[src/rtl/muldiv_unit.sv]
// -----------------------------------------------------------------------------
// muldiv_unit
//
// Iterative multiply/divide unit for the MIPS execute stage. Implements MULT,
// MULTU, DIV, DIVU, MTHI and MTLO and owns the architectural HI/LO registers.
// Multiplication is shift-add (one multiplier bit per cycle, LSB first);
// division is restoring (one quotient bit per cycle, MSB first). Both run on
// operand magnitudes and fix the signs in a final one-cycle SIGN state, so the
// latency is WIDTH iterations + SIGN regardless of the data.
//
// Ports:
//   clk     in   1      rising-edge clock
//   rst_n   in   1      synchronous active-low reset
//   start   in   1      issue strobe, sampled only while idle
//   md_op   in   3      000 NONE, 001 MULT, 010 MULTU, 011 DIV, 100 DIVU,
//                       101 MTHI, 110 MTLO, 111 reserved (NONE)
//   rs_val  in   WIDTH  multiplicand / dividend / MTHI-MTLO source
//   rt_val  in   WIDTH  multiplier / divisor
//   busy    out  1      high while a mul/div is in flight
//   done    out  1      one-cycle pulse, new HI/LO visible in the same cycle
//   hi      out  WIDTH  HI register
//   lo      out  WIDTH  LO register
// -----------------------------------------------------------------------------
module muldiv_unit #(
    parameter int WIDTH = 32
) (
    input  logic             clk,
    input  logic             rst_n,
    input  logic             start,
    input  logic [2:0]       md_op,
    input  logic [WIDTH-1:0] rs_val,
    input  logic [WIDTH-1:0] rt_val,
    output logic             busy,
    output logic             done,
    output logic [WIDTH-1:0] hi,
    output logic [WIDTH-1:0] lo
);

    localparam int PW = 2 * WIDTH;
    localparam int CW = $clog2(WIDTH);

    localparam logic [2:0] OP_MULT  = 3'b001;
    localparam logic [2:0] OP_MULTU = 3'b010;
    localparam logic [2:0] OP_DIV   = 3'b011;
    localparam logic [2:0] OP_DIVU  = 3'b100;
    localparam logic [2:0] OP_MTHI  = 3'b101;
    localparam logic [2:0] OP_MTLO  = 3'b110;

    typedef enum logic [1:0] {
        S_IDLE = 2'd0,
        S_MUL  = 2'd1,
        S_DIV  = 2'd2,
        S_SIGN = 2'd3
    } state_e;

    state_e           state_q,  state_d;
    logic [CW-1:0]    cnt_q,    cnt_d;
    // MUL: full product accumulator {partial sum, remaining multiplier bits}.
    // DIV: low half is the dividend shifting out / quotient shifting in.
    logic [PW-1:0]    acc_q,    acc_d;
    logic [WIDTH-1:0] rem_q,    rem_d;     // partial remainder between steps
    logic [WIDTH-1:0] opnd_q,   opnd_d;    // multiplicand or divisor magnitude
    logic             neg_a_q,  neg_a_d;   // rs operand was negative (signed op)
    logic             neg_b_q,  neg_b_d;   // rt operand was negative (signed op)
    logic             is_div_q, is_div_d;
    logic             dz_q,     dz_d;      // divide by zero
    logic [WIDTH-1:0] hi_q,     hi_d;
    logic [WIDTH-1:0] lo_q,     lo_d;
    logic             done_q,   done_d;

    // Operand preparation (used only in the accepting cycle)
    logic             signed_op;
    logic             rs_neg, rt_neg;
    logic [WIDTH-1:0] rs_mag, rt_mag;

    // Iteration datapath
    logic [WIDTH:0]   mul_sum;
    logic [WIDTH:0]   rem_shift;
    logic             div_ok;
    logic [WIDTH-1:0] div_sub;
    logic             last_iter;

    // Sign fix-up
    logic [PW-1:0]    prod_fix;
    logic [WIDTH-1:0] quot_fix;
    logic [WIDTH-1:0] rem_fix;

    always_comb begin
        signed_op = (md_op == OP_MULT) || (md_op == OP_DIV);
        rs_neg    = signed_op && rs_val[WIDTH-1];
        rt_neg    = signed_op && rt_val[WIDTH-1];
        // 8000_0000 negates to itself and is then read as the unsigned 2^31.
        rs_mag    = rs_neg ? (~rs_val + WIDTH'(1)) : rs_val;
        rt_mag    = rt_neg ? (~rt_val + WIDTH'(1)) : rt_val;

        // Shift-add: add the multiplicand into the upper half when the current
        // multiplier bit (acc LSB) is set, then shift the whole accumulator.
        mul_sum   = {1'b0, acc_q[PW-1:WIDTH]} + (acc_q[0] ? {1'b0, opnd_q} : '0);

        // Restoring step on the WIDTH+1-bit shifted remainder. The low WIDTH
        // bits of the difference are exact whenever the subtraction is kept,
        // because the result is then below the divisor.
        rem_shift = {rem_q, acc_q[WIDTH-1]};
        div_ok    = rem_shift >= {1'b0, opnd_q};
        div_sub   = rem_shift[WIDTH-1:0] - opnd_q;

        last_iter = (cnt_q == CW'(WIDTH - 1));

        prod_fix  = (neg_a_q ^ neg_b_q) ? (~acc_q + PW'(1)) : acc_q;
        quot_fix  = (neg_a_q ^ neg_b_q) ? (~acc_q[WIDTH-1:0] + WIDTH'(1))
                                        : acc_q[WIDTH-1:0];
        rem_fix   = neg_a_q ? (~rem_q + WIDTH'(1)) : rem_q;
    end

    // Next-state and datapath control.
    always_comb begin
        // NOTE: every next-state value defaults to its current value first, so
        // no branch below can leave a signal unassigned and infer a latch.
        state_d  = state_q;
        cnt_d    = cnt_q;
        acc_d    = acc_q;
        rem_d    = rem_q;
        opnd_d   = opnd_q;
        neg_a_d  = neg_a_q;
        neg_b_d  = neg_b_q;
        is_div_d = is_div_q;
        dz_d     = dz_q;
        hi_d     = hi_q;
        lo_d     = lo_q;
        done_d   = 1'b0;

        unique case (state_q)
            S_IDLE: begin
                if (start) begin
                    unique case (md_op)
                        OP_MULT, OP_MULTU: begin
                            acc_d    = {WIDTH'(0), rt_mag};
                            opnd_d   = rs_mag;
                            neg_a_d  = rs_neg;
                            neg_b_d  = rt_neg;
                            is_div_d = 1'b0;
                            dz_d     = 1'b0;
                            cnt_d    = '0;
                            state_d  = S_MUL;
                        end
                        OP_DIV, OP_DIVU: begin
                            acc_d    = {WIDTH'(0), rs_mag};
                            rem_d    = '0;
                            opnd_d   = rt_mag;
                            neg_a_d  = rs_neg;
                            neg_b_d  = rt_neg;
                            is_div_d = 1'b1;
                            dz_d     = (rt_val == '0);
                            cnt_d    = '0;
                            state_d  = S_DIV;
                        end
                        OP_MTHI: hi_d = rs_val;
                        OP_MTLO: lo_d = rs_val;
                        default: ;   // NONE and reserved encoding
                    endcase
                end
            end

            S_MUL: begin
                acc_d = {mul_sum, acc_q[WIDTH-1:1]};
                cnt_d = cnt_q + CW'(1);
                if (last_iter) begin
                    state_d = S_SIGN;
                end
            end

            S_DIV: begin
                rem_d = div_ok ? div_sub : rem_shift[WIDTH-1:0];
                acc_d = {acc_q[PW-1:WIDTH], acc_q[WIDTH-2:0], div_ok};
                cnt_d = cnt_q + CW'(1);
                if (last_iter) begin
                    state_d = S_SIGN;
                end
            end

            S_SIGN: begin
                if (is_div_q) begin
                    // With a zero divisor every trial subtraction succeeds, so
                    // the remainder is |rs|; restoring the dividend's sign
                    // therefore yields rs as issued. Only LO needs forcing.
                    hi_d = rem_fix;
                    lo_d = dz_q ? '1 : quot_fix;
                end else begin
                    hi_d = prod_fix[PW-1:WIDTH];
                    lo_d = prod_fix[WIDTH-1:0];
                end
                done_d  = 1'b1;
                state_d = S_IDLE;
            end

            default: state_d = S_IDLE;
        endcase
    end

    always_ff @(posedge clk) begin
        if (!rst_n) begin
            // NOTE: the datapath registers are reset along with the control
            // state, so an aborted op leaves no residue in accumulator/counter.
            state_q  <= S_IDLE;
            cnt_q    <= '0;
            acc_q    <= '0;
            rem_q    <= '0;
            opnd_q   <= '0;
            neg_a_q  <= 1'b0;
            neg_b_q  <= 1'b0;
            is_div_q <= 1'b0;
            dz_q     <= 1'b0;
            hi_q     <= '0;
            lo_q     <= '0;
            done_q   <= 1'b0;
        end else begin
            // NOTE: non-blocking assignments so every register samples the
            // pre-edge values computed by the combinational block.
            state_q  <= state_d;
            cnt_q    <= cnt_d;
            acc_q    <= acc_d;
            rem_q    <= rem_d;
            opnd_q   <= opnd_d;
            neg_a_q  <= neg_a_d;
            neg_b_q  <= neg_b_d;
            is_div_q <= is_div_d;
            dz_q     <= dz_d;
            hi_q     <= hi_d;
            lo_q     <= lo_d;
            done_q   <= done_d;
        end
    end

    assign busy = (state_q != S_IDLE);
    assign done = done_q;
    assign hi   = hi_q;
    assign lo   = lo_q;

endmodule
[config.mk]
export PLATFORM = sky130hd
export DESIGN_NAME = muldiv_unit
export DESIGN_NICKNAME = d
export VERILOG_FILES = /design/src/rtl/muldiv_unit.sv
export SDC_FILE = /design/constraint.sdc
export NUM_CORES = 1
export LEC_CHECK = 0
export BUFFER_PORTS_ARGS = -buffer_cell sky130_fd_sc_hd__buf_4
export CAP_MARGIN = 20
export CORE_UTILIZATION = 43
export CTS_BUF_LIST = sky130_fd_sc_hd__clkbuf_8
export DETAILED_ROUTE_END_ITERATION = 16
export HOLD_SLACK_MARGIN = 0.06
export PLACE_DENSITY_LB_ADDON = 0.08
export SYNTH_ARGS = -nofsm -noshare
export SYNTH_HDL_FRONTEND = slang
export SYNTH_SLANG_ARGS = --single-unit
[constraint.sdc]
create_clock -name clk -period 3.9 [get_ports clk]
set_input_delay 0.585 -clock clk [delete_from_list [all_inputs] [get_ports clk]]
set_output_delay 0.585 -clock clk [all_outputs]
set_load 0.02 [all_outputs]
==> results.toml <==
[status]
status = "finished, final reports clean"

[logic_synthesis]
synth_edf_count = 0
ys_seq_elements = 204
yosys.area.top_type = "dfxtp_1"
synthCells = 2185
ys_seq_area_share_pct = 25.5
yosys.cell_types.count = 75
synth-warning-count = 0
synthTopCellsByArea = "dfxtp_1 (26%), a21oi_1 (6.8%), o21ai_0 (6.0%)"
synth_nets = 2331
synth_top_area_share_pct = 25.5
synth_ff_type = "dfxtp_1"
async_flop_share_pct = 0
avgSynthCellArea_um2 = 7.32
syn_area_um2 = 16000

[layout]
final_common_cell = "nand2_1"
ff_latch_area_um2 = 4090
layout_common_cells = "nand2_1 (223), a21oi_1 (218), nor2_1 (212), dfxtp_1 (203), o21ai_0 (190)"
num-fill-cells = 3717
nets = 2417
multiInputGateArea_um2 = 11100
layout-drive-gt1-share_pct = 12.2
antennaDiodeCount = 0
syn_to_final_growth_pct = 14.7

[cts]
cts_made_buffers = 40
cts_max_level = 2
cts_tree = "yes"
clock_sinks = 204
cts-root-buf = "clkbuf_8"
clk_latency_ps = 590
cts_buffer_depth = 3
path_clk_slew_ps = 60

[sta]
fin_crit_ps = 3560
finalHoldViolCount = 0
fin_worst_skew_ps = 24.3
slew_violations = 0
tns_ps = 0
max_slew_margin_pct = 29.9
setup_viol = 0
min_period_over_period_pct = 91.3
max_slew.worst_pin.slew_ps = 1050
max_freq_mhz = 281
rsz0062_at_grt = "false"

[floorplan]
rows = 70
die_area_um2 = 38000
die_w_um = 195
core_um2 = 36600
num_io_pins = 136
die_h_um = 195
initial_utilization_pct = 43.7

[setup_path]
start_kind = "register"
cp_slowest_cell = "a2111oi_0"
cp.arrival_ps = 4020
crit_path_max_fanout = 27
end_kind = "register"
cp_cell_sequence = "ha_1 -> nand3_1 -> o21bai_1 -> a2111oi_0 -> buf_4 -> o21ai_0 -> a21oi_1 -> a31o_4 -> buf_12 -> mux2i_1 -> o21ai_0"
cpMostUsedCell = "o21ai_0"
required_ps = 4350
cpPeakStageDelay_ps = 590
worstSetupPathType = "register to register"

[power_and_ir_drop]
peakVddDrop_uv = 315
power_mw = 9.95
p_leak_nw = 7.46
power_density_nw_per_um2 = 543

[routing]
routed_wl_um = 64800
post-route-drc-count = 0
firstDrtPassIters = 8
viasPerCell = 6.27
drtAntennaViolNets = 0
first_iter_violations = 1710
via_count = 17342
wl_per_cell_um = 23.4

[placed_design]
place_congestion = 0.978
dp.final_hpwl_um = 50600
port_buffers = 135

[hold_path]
worstHoldPathType = "primary input to register"

[global_routing]
grt_pass1_vias = 15443
grt_usage_pct = 33.2
grt_overflow = 0
grt_max_degree = 65
antenna_found_initial = 1
grt_first_pass_wirelength_um = 96200

[run]
maxCapViolCount = 0
[cell usage after synthesis, drive strengths merged (13+ instances only)]
| master | count |
|---|---|
| a31oi | 52 |
| mux2i | 30 |
| xnor2 | 100 |
| clkbuf | 125 |
| a211oi | 35 |
| xor2 | 95 |
| dfxtp | 204 |
| a21oi | 218 |
| nor3 | 42 |
| o21ai | 199 |
| o221ai | 34 |
| and2 | 20 |
| nor4 | 27 |
| nor2 | 215 |
| nand4 | 15 |
| or3 | 27 |
| a21o | 25 |
| and3 | 25 |
| o21bai | 13 |
| a22oi | 31 |
| o21a | 16 |
| o31ai | 28 |
| inv | 73 |
| nand3 | 42 |
| nand2 | 223 |
| a222oi | 13 |
| ha | 74 |
| or4 | 16 |
| buf | 22 |
| o211ai | 28 |
[per-layer routing]
metal	wire [µm]	vias to the layer above	track usage, %
li1	-	8156	-
met1	29200	8147	47.1
met2	26300	916	47.1
met3	7100	121	9.68
met4	2270	2	12.0
met5	10	-	0
[final timing paths]
| check | start | end | slack [ps] | cells past startpoint |
|---|---|---|---|---|
| worst min-delay path | rs_val[28] | hi[28] | 350 | 3 |
| worst min register to register | lo[17] | lo[17] | 450 | 2 |
| worst max register to register | rem_q[2] | rem_q[7] | 340 | 11 |
| worst max-delay path | rem_q[2] | rem_q[7] | 340 | 11 |
[stage by stage]
stage | utilization (%) | worst slack (ps) | hold WS (ps) | instance area [µm²] | std cells
2_1_floorplan | - | 369 | 432 | 16000 | 2185
6_report | 50.1 | 338 | 352 | 18300 | 2765
4_1_cts | 50.0 | 236 | 338 | 18300 | 2763
3_5_place_dp | 47.8 | 242 | 447 | 17500 | 2695
5_1_grt | 50.1 | 120 | 352 | 18300 | 2765
3_3_place_gp | 47.8 | 206 | 442 | 17500 | 2695
[power by group]
| part | total [mW] | switching (mW) | leakage [nW] | internal, mW |
|---|---|---|---|---|
| registers | 2.74 | 0.395 | 1.66 | 2.35 |
| logic | 5.00 | 3.15 | 5.35 | 1.85 |
| clock network | 2.21 | 1.01 | 0.448 | 1.20 |
[cells by family after synthesis]
group | count (synthesis) | synth area share, %
compound gates | 765 | 30.0
xor+xnor | 195 | 10.7
buf+inv | 221 | 5.36
fa+ha+maj | 76 | 6.04
mux | 30 | 1.88
simple gates | 694 | 20.6
flops | 204 | 25.5
[flip-flops by register name, summed over array words and instances (netlist names), 2 cells and up]
name and cells:
opnd_q 32, hi 32, rem_q 32, state_q 2
acc_q 64, lo 32, cnt_q 5
[layout make-up]
cell class,instances,share of cell area [%]
Clock buffer,53,3.98
Clock inverter,15,0.361
Inverter,74,1.51
Multi-Input combinational cell,1760,60.6
Sequential cell,204,22.3
Tap cell,468,3.19
Timing Repair Buffer,191,8.10
[timing repair]
action / in CTS / in global routing
setup buffers: 0 / 0
hold buffers: 0 / 0
setup endpoints to repair: 0 / 1
resized for setup: 0 / 1
[critical path: cells and delay by family, from the launching register on]
family                   cells  cell delay, ps
AND/OR/NAND/NOR              1             120
multiplexers                 1             220
AO/OA/AOI/OAI                6            1840
buffers and inverters        2             440
adder cells (fa/ha/maj)      1             420
flip-flops                   1             400
Note: power is estimated with default switching activity, not from simulation.
